==> src/rtl/mem_load_controller.sv <==
// Boot-time loader: streams the first N words into IM and the next M words into DM
// through registered *_load ports, holding the core in reset until loading completes.
module mem_load_controller #(
    parameter int ADDRESS_WIDTH = 11,
    parameter int DATA_WIDTH    = 32
) (
    input  logic                     clk,
    input  logic                     rst,
    input  logic                     start,
    input  logic [ADDRESS_WIDTH:0]   im_count,
    input  logic [ADDRESS_WIDTH:0]   dm_count,
    input  logic                     in_valid,
    input  logic [DATA_WIDTH-1:0]    in_data,
    output logic                     in_ready,
    output logic                     loading,
    output logic                     cpu_rst_n,
    output logic                     busy,
    output logic                     done,
    output logic                     im_cen_load,
    output logic                     im_wen_load,
    output logic                     im_oen_load,
    output logic [ADDRESS_WIDTH-1:0] im_addr_load,
    output logic [DATA_WIDTH-1:0]    im_datain_load,
    output logic                     dm_cen_load,
    output logic                     dm_wen_load,
    output logic                     dm_oen_load,
    output logic [ADDRESS_WIDTH-1:0] dm_addr_load,
    output logic [DATA_WIDTH-1:0]    dm_datain_load
);

    localparam int CW = ADDRESS_WIDTH + 1;
    localparam logic [CW-1:0] MAX_WORDS = {1'b1, {ADDRESS_WIDTH{1'b0}}};

    typedef enum logic [2:0] {
        S_IDLE,
        S_LOAD_IM,
        S_LOAD_DM,
        S_FLUSH,
        S_RUN
    } state_e;

    state_e                   state_q, state_d;
    logic [CW-1:0]            im_rem_q, im_rem_d;
    logic [CW-1:0]            dm_rem_q, dm_rem_d;
    logic [ADDRESS_WIDTH-1:0] im_ptr_q, im_ptr_d;
    logic [ADDRESS_WIDTH-1:0] dm_ptr_q, dm_ptr_d;
    logic                     im_wr_q, im_wr_d;
    logic                     dm_wr_q, dm_wr_d;
    logic [ADDRESS_WIDTH-1:0] im_addr_q, im_addr_d;
    logic [ADDRESS_WIDTH-1:0] dm_addr_q, dm_addr_d;
    logic [DATA_WIDTH-1:0]    im_data_q, im_data_d;
    logic [DATA_WIDTH-1:0]    dm_data_q, dm_data_d;

    logic [CW-1:0] im_clamped;
    logic [CW-1:0] dm_clamped;
    logic          accept;

    // Counts above the memory depth would otherwise wrap the write address.
    assign im_clamped = (im_count > MAX_WORDS) ? MAX_WORDS : im_count;
    assign dm_clamped = (dm_count > MAX_WORDS) ? MAX_WORDS : dm_count;

    // NOTE: every signal gets its default first so no path leaves one unassigned (no latches).
    always_comb begin
        state_d   = state_q;
        im_rem_d  = im_rem_q;
        dm_rem_d  = dm_rem_q;
        im_ptr_d  = im_ptr_q;
        dm_ptr_d  = dm_ptr_q;
        im_wr_d   = 1'b0;
        dm_wr_d   = 1'b0;
        im_addr_d = im_addr_q;
        dm_addr_d = dm_addr_q;
        im_data_d = im_data_q;
        dm_data_d = dm_data_q;
        in_ready  = (state_q == S_LOAD_IM) || (state_q == S_LOAD_DM);
        accept    = in_valid && in_ready;

        unique case (state_q)
            S_IDLE, S_RUN: begin
                if (start) begin
                    im_rem_d = im_clamped;
                    dm_rem_d = dm_clamped;
                    im_ptr_d = '0;
                    dm_ptr_d = '0;
                    if (im_clamped != '0)      state_d = S_LOAD_IM;
                    else if (dm_clamped != '0) state_d = S_LOAD_DM;
                    else                       state_d = S_FLUSH;
                end
            end
            S_LOAD_IM: begin
                if (accept) begin
                    im_wr_d   = 1'b1;
                    im_addr_d = im_ptr_q;
                    im_data_d = in_data;
                    im_rem_d  = im_rem_q - CW'(1);
                    if (im_rem_q == CW'(1)) begin
                        state_d = (dm_rem_q != '0) ? S_LOAD_DM : S_FLUSH;
                    end else begin
                        im_ptr_d = im_ptr_q + ADDRESS_WIDTH'(1);
                    end
                end
            end
            S_LOAD_DM: begin
                if (accept) begin
                    dm_wr_d   = 1'b1;
                    dm_addr_d = dm_ptr_q;
                    dm_data_d = in_data;
                    dm_rem_d  = dm_rem_q - CW'(1);
                    if (dm_rem_q == CW'(1)) begin
                        state_d = S_FLUSH;
                    end else begin
                        dm_ptr_d = dm_ptr_q + ADDRESS_WIDTH'(1);
                    end
                end
            end
            // The final registered write lands in memory during this cycle.
            S_FLUSH: state_d = S_RUN;
            default: state_d = S_IDLE;
        endcase
    end

    // NOTE: sequential state uses non-blocking assignments so all flops update together.
    always_ff @(posedge clk or posedge rst) begin
        if (rst) begin
            state_q   <= S_IDLE;
            im_rem_q  <= '0;
            dm_rem_q  <= '0;
            im_ptr_q  <= '0;
            dm_ptr_q  <= '0;
            im_wr_q   <= 1'b0;
            dm_wr_q   <= 1'b0;
            im_addr_q <= '0;
            dm_addr_q <= '0;
            im_data_q <= '0;
            dm_data_q <= '0;
        end else begin
            state_q   <= state_d;
            im_rem_q  <= im_rem_d;
            dm_rem_q  <= dm_rem_d;
            im_ptr_q  <= im_ptr_d;
            dm_ptr_q  <= dm_ptr_d;
            im_wr_q   <= im_wr_d;
            dm_wr_q   <= dm_wr_d;
            im_addr_q <= im_addr_d;
            dm_addr_q <= dm_addr_d;
            im_data_q <= im_data_d;
            dm_data_q <= dm_data_d;
        end
    end

    assign loading   = (state_q != S_RUN);
    assign cpu_rst_n = (state_q == S_RUN);
    assign done      = (state_q == S_RUN);
    assign busy      = (state_q == S_LOAD_IM) || (state_q == S_LOAD_DM) || (state_q == S_FLUSH);

    assign im_cen_load    = ~im_wr_q;
    assign im_wen_load    = ~im_wr_q;
    assign im_oen_load    = 1'b1;
    assign im_addr_load   = im_addr_q;
    assign im_datain_load = im_data_q;
    assign dm_cen_load    = ~dm_wr_q;
    assign dm_wen_load    = ~dm_wr_q;
    assign dm_oen_load    = 1'b1;
    assign dm_addr_load   = dm_addr_q;
    assign dm_datain_load = dm_data_q;

endmodule
==> config.mk <==
export PLATFORM = sky130hd
export DESIGN_NAME = mem_load_controller
export DESIGN_NICKNAME = d
export VERILOG_FILES = /design/src/rtl/mem_load_controller.sv
export SDC_FILE = /design/constraint.sdc
export NUM_CORES = 1
export LEC_CHECK = 0
export CORE_MARGIN = 2
export CORE_UTILIZATION = 45
export CTS_BUF_LIST = sky130_fd_sc_hd__clkbuf_16
export CTS_CLUSTER_DIAMETER = 120
export DETAILED_ROUTE_END_ITERATION = 16
export GPL_TIMING_DRIVEN = 0
export HOLD_SLACK_MARGIN = 0.02
export PLACE_DENSITY = 0.85
export SLEW_MARGIN = 40
export SYNTH_ARGS = -nofsm -noshare
export SYNTH_HDL_FRONTEND = slang
export SYNTH_SLANG_ARGS = --single-unit
==> constraint.sdc <==
create_clock -name clk -period 13.7 [get_ports clk]
set_input_delay 2.055 -clock clk [delete_from_list [all_inputs] [get_ports clk]]
set_output_delay 2.055 -clock clk [all_outputs]
set_load 0.05 [all_outputs]
==> results.yml, run 1 <==
outcome:
  status: "finished, final reports clean"
critical_path:
  crit_arrival_ns: 2.71
  path_cells: "buf_2, or3b_2, buf_2, buf_2, nand2_1, clkdlybuf4s50_1"
  worstSetupPathType: "flip-flop to primary output"
  required_ns: 11.64
  path_max_fanout: 10
  cp-end-kind: "primary output"
  cp-start-kind: "flip-flop"
  cpPeakStageDelay_ns: 0.80
  crit_path_frequent_cell: "buf_2"
  critPathSlowestCell: "clkdlybuf4s50_1"
floorplan:
  ioPinCount: 157
  row_count: 43
  die_w_um: 123
  core_area_um2: 13900
  dieHeight_um: 123
  start_util_pct: 45.9
  dieArea_um2: 15100
drt:
  drt_iter0_drc: 390
  via_per_inst: 5.55
  detail_route.wl_per_cell_um: 16.6
  first_pass_iters: 4
  drc: 0
  route.vias.total: 5547
  ant_nets: 0
  wirelength_um: 16600
placement:
  place_area_um2: 8180
  port-buffer-count: 154
  dp_hpwl_um: 11700
  dp_cells: 967
  gp_congestion: 0.896
  dpl_worst_slack_ns: 9.40
sta:
  fmax_mhz: 210
  setup_ws_ns: 8.94
  rsz0062_at_grt: "false"
  setup_viol: 0
  tns_ns: 0
  hold_violations: 0
  period_share_pct: 34.7
  worst_pin_slew_ns: 0.802
  finalMaxSlewViolations: 0
  period_minus_slack_ns: 4.76
  max_slew_margin_pct: 46.4
  clock_skew_ns: 0.0107
logic_synthesis:
  avgSynthCellArea_um2: 10.1
  yosysSeqAreaShare_pct: 53.8
  synth.area.top_cells: "dfrtp_1 (54%), nand2_1 (8.7%), mux2_2 (7.8%)"
  synth-edff-count: 0
  ys.flop_type: "dfrtp_1"
  ys_ff_latch: 137
  synth_top_area_share_pct: 53.8
  yosys.area.top_type: "dfrtp_1"
  synthArstFlopShare_pct: 100
  synth_cell_type_count: 59
  syn_area_um2: 6370
  syn_inst: 631
  synth_warnings: 0
clock_tree:
  clock-sinks: 137
  cts_resized: 0
  clk_pin_slew_worst_paths_ns: 0.06
  cts_buffers: 17
  clockRootBuffer: "clkbuf_16"
  postCtsSetupRepairBufs: 0
  htreeDepth: 4
  cts_tree: "yes"
  clockBufferDepth: 2
  clk_latency_ns: 0.42
  cts_hold_buf: 0
power:
  total_power_mw: 1.80
  p_per_area_nw_per_um2: 204
  p_leak_nw: 3.98
  peakVddDrop_uv: 157
cells_and_area:
  area_delta_synth_final_pct: 38.2
  antenna_cells: 0
  drive_above_1_share_pct: 13.7
  final_common_cell: "clkdlybuf4s50_1"
  nets: 872
  final_area_um2: 8810
  nFillCells: 1098
  stdcell_count: 999
  layout_common_cells: "clkdlybuf4s50_1 (154), nand2_1 (148), dfrtp_1 (137)"
global_route:
  grt_use_total_pct: 23.0
  grt_pass1_wl_um: 27100
  grt_pass1_vias: 5357
  grt_max_degree: 76
  overflow: 0
  antenna_found_initial: 0
min_path:
  worst_hold_path_type: "flip-flop to flip-flop"
flow_run:
  cap_violations: 0
## where the power goes
group / switching, mW / internal [mW]
clock network: 0.181 / 0.305
registers: 0.0781 / 0.504
logic: 0.488 / 0.242
## sequential cells by signal (all words and copies together) (netlist names)
signal	cells
dm_datain_load	32
im_datain_load	32
dm_rem_q	12
im_rem_q	12
dm_addr_load	11
dm_ptr_q	11
im_addr_load	11
im_ptr_q	11
state_q	3
dm_wr_q	1
im_wr_q	1
## final cells by class
class	count	area [µm²]	area share, %
buffer	39	206	2.34
clock buffer	17	425	4.83
clock inverter	15	199	2.26
inverter	22	91.3	1.04
multi-input combinational	434	2660	30.2
sequential	137	3430	38.9
tap	180	225	2.56
timing repair buffer	155	1570	17.8
## critical path, delay by kind of cell (launching register included)
kind          cells  cell delay (ns)
flops             1             0.37
simple gates      2             0.54
buf+inv           4             1.39
## per-layer routing
metal / vias up / routed length (µm) / GRT usage, %
li1: 2586 / - / -
met1: 2709 / 7040 / 30.0
met2: 231 / 7980 / 37.3
met3: 21 / 1390 / 6.60
met4: 0 / 194 / 6.68
met5: - / 0 / 0
## through the flow
stage,hold WS (ns),util [%]
4_1_cts,0.476,63.5
6_report,0.471,63.5
5_1_grt,0.501,63.5
3_3_place_gp,0.456,58.7
3_5_place_dp,0.462,59.0
2_1_floorplan,0.453,-
## synth_stat cells, drive strengths merged, types with 7 or more instances
master	number
nand2	148
a21oi	25
nor2	19
dfrtp	137
mux2	44
nor3	9
o31ai	8
clkbuf	12
a31oi	12
a22oi	7
nand3	12
inv	21
nor4	12
or4	7
buf	27
o21ai	40
## cell families after synthesis
family / count (synthesis) / share of synthesized area [%]
adders and majority gates: 6 / 1.18
other: 1 / 0.0588
muxes: 50 / 8.72
buffers and inverters: 61 / 4.56
DFF: 137 / 53.8
and+or+nand+nor: 247 / 18.3
AOI/OAI and AO/OA: 129 / 13.4
## path summary, 6_finish.rpt
| path | depth (start not counted) | endpoint | slack, ns | from |
|---|---|---|---|---|
| max | 6 | in_ready | 8.94 | state_q[0] |
| min | 2 | im_addr_load[4] | 0.47 | im_addr_load[4] |
| max reg2reg | 5 | dm_datain_load[24] | 11.28 | state_q[2] |
| min reg2reg | 2 | im_addr_load[4] | 0.47 | im_addr_load[4] |
| max in group asynchronous | 3 | dm_datain_load[19] | 10.87 | rst |
| min in group asynchronous | 2 | dm_datain_load[21] | 2.10 | rst |
(Power assumes the default switching activity.)
==> run 2: changes to the inputs <==
Settings changed: PLACE_DENSITY 0.85 to 0.88.
Clock period 13.7 ns to 4.35 ns, I/O delays scaled along.
==> run 2 against run 1 <==
  * Non-clock buffer count up 1
  * Critical path depth stayed put
  * Wire length is essentially flat
  * Clock-buffer cell count is the same
  * Worst hold slack barely moved
  * Setup slack worse by 8.0 ns
  * Clock power rose to 2.9 times the previous value
  * Combinational power rose to 3.1 times the previous value
  * Power increased to 3.1 times the previous value
  * Largest power group unchanged
  * Highest routed layer unchanged
  * Largest cell class unchanged
==> results.yml, run 2 (synthesized netlist as in run 1, its figures left out) <==
placement:
  place_area_um2: 8210
  port-buffer-count: 154
  dp_hpwl_um: 12000
  gp_congestion: 0.907
  dp_cells: 968
power:
  p_leak_nw: 3.98
  peakVddDrop_uv: 375
  p_per_area_nw_per_um2: 629
  total_power_mw: 5.53
critical_path:
  required_ns: 3.70
  worstSetupPathType: "flip-flop to primary output"
  crit_path_frequent_cell: "buf_2"
  critPathSlowestCell: "clkdlybuf4s50_1"
  path_cells: "buf_2, or3b_2, buf_2, buf_2, nand2_1, clkdlybuf4s50_1"
  cp-start-kind: "flip-flop"
  path_max_fanout: 10
  cpPeakStageDelay_ns: 0.80
  crit_arrival_ns: 2.72
  cp-end-kind: "primary output"
drt:
  ant_nets: 0
  drc: 0
  first_pass_iters: 5
  drt_iter0_drc: 388
  via_per_inst: 5.51
  detail_route.wl_per_cell_um: 16.6
  wirelength_um: 16600
  route.vias.total: 5512
floorplan:
  start_util_pct: 45.9
  ioPinCount: 157
  row_count: 43
  core_area_um2: 13900
  dieHeight_um: 123
  die_w_um: 123
  dieArea_um2: 15100
clock_tree:
  cts_buffers: 17
  clk_pin_slew_worst_paths_ns: 0.06
  clock-sinks: 137
  clockRootBuffer: "clkbuf_16"
  cts_hold_buf: 0
  clockBufferDepth: 2
  htreeDepth: 4
  cts_resized: 0
  cts_tree: "yes"
  postCtsSetupRepairBufs: 0
  clk_latency_ns: 0.42
sta:
  clock_skew_ns: 0.00779
  period_share_pct: 77.6
  fmax_mhz: 296
  hold_violations: 0
  finalMaxSlewViolations: 0
  period_minus_slack_ns: 3.38
  rsz0062_at_grt: "false"
  max_slew_margin_pct: 48.7
  worst_pin_slew_ns: 0.767
  setup_viol: 0
cells_and_area:
  stdcell_count: 1000
  drive_above_1_share_pct: 13.8
  area_delta_synth_final_pct: 37.9
  final_common_cell: "clkdlybuf4s50_1"
  layout_common_cells: "clkdlybuf4s50_1 (154), nand2_1 (148), dfrtp_1 (137)"
  antenna_cells: 0
  nets: 873
  final_area_um2: 8790
global_route:
  grt_use_total_pct: 22.9
  overflow: 0
  antenna_found_initial: 0
  grt_pass1_vias: 5436
  grt_max_degree: 49
  grt_pass1_wl_um: 27000
flow_run:
  cap_violations: 0
min_path:
  worst_hold_path_type: "flip-flop to flip-flop"
outcome:
  status: "finished, final reports clean"
## run 2: cell types whose count changed in the layout (fill, tap and decap cells not counted), sizes merged
cell / change
inv: +1
clkinvlp: -2
clkinv: +3
buf: +1
bufinv: -2
## run 2: cell type report
type	count	area (µm²)
Sequential cell	137	3430
Buffer	39	206
Clock buffer	17	425
Multi-Input combinational cell	434	2660
Clock inverter	15	151
Timing Repair Buffer	156	1600
Fill cell	1096	5090
Tap cell	180	225
Inverter	22	91.3
## run 2: power by group
part | internal, mW | switching, mW
registers | 1.59 | 0.250
clock network | 0.843 | 0.555
logic | 0.764 | 1.53
## run 2: path summary, 6_finish.rpt
kind                            startpoint                 end  slack, ns  cells after the start
max reg2reg                     state_q[2]  dm_datain_load[17]       1.94                      5
min                        im_addr_load[6]     im_addr_load[6]       0.47                      2
max in group asynchronous              rst         dm_ptr_q[1]       2.87                      4
max                             state_q[0]            in_ready       0.97                      6
min reg2reg                im_addr_load[6]     im_addr_load[6]       0.47                      2
min in group asynchronous              rst  im_datain_load[20]       0.65                      2
## run 2: worst max-delay path, delay by kind of cell, from the launching register on
| family | cells | cell delay, ns |
|---|---|---|
| flip-flops | 1 | 0.38 |
| AND/OR/NAND/NOR | 2 | 0.55 |
| buffers and inverters | 4 | 1.38 |
## run 2: metal layers
metal	vias up	wire (µm)	GRT usage (%)	part of all wire, %
met5	-	0	0	0
met2	237	7850	37.8	47
met4	0	252	7.46	1.5
met3	22	1410	5.81	8.5
li1	2584	-	-	-
met1	2669	7090	29.7	43
## run 2: stage by stage
| stage | TNS (ns) | hold WS (ns) | setup WS, ns | util [%] |
|---|---|---|---|---|
| after floorplan | 0 | 0.453 | 0.0297 | - |
| after global placement | -254.82 | 0.457 | -1.87 | 58.7 |
| after detailed placement | 0 | 0.461 | 1.42 | 59.1 |
| after CTS | 0 | 0.476 | 0.961 | 63.3 |
| after global routing | 0 | 0.496 | 0.847 | 63.3 |
| final | 0 | 0.471 | 0.975 | 63.3 |
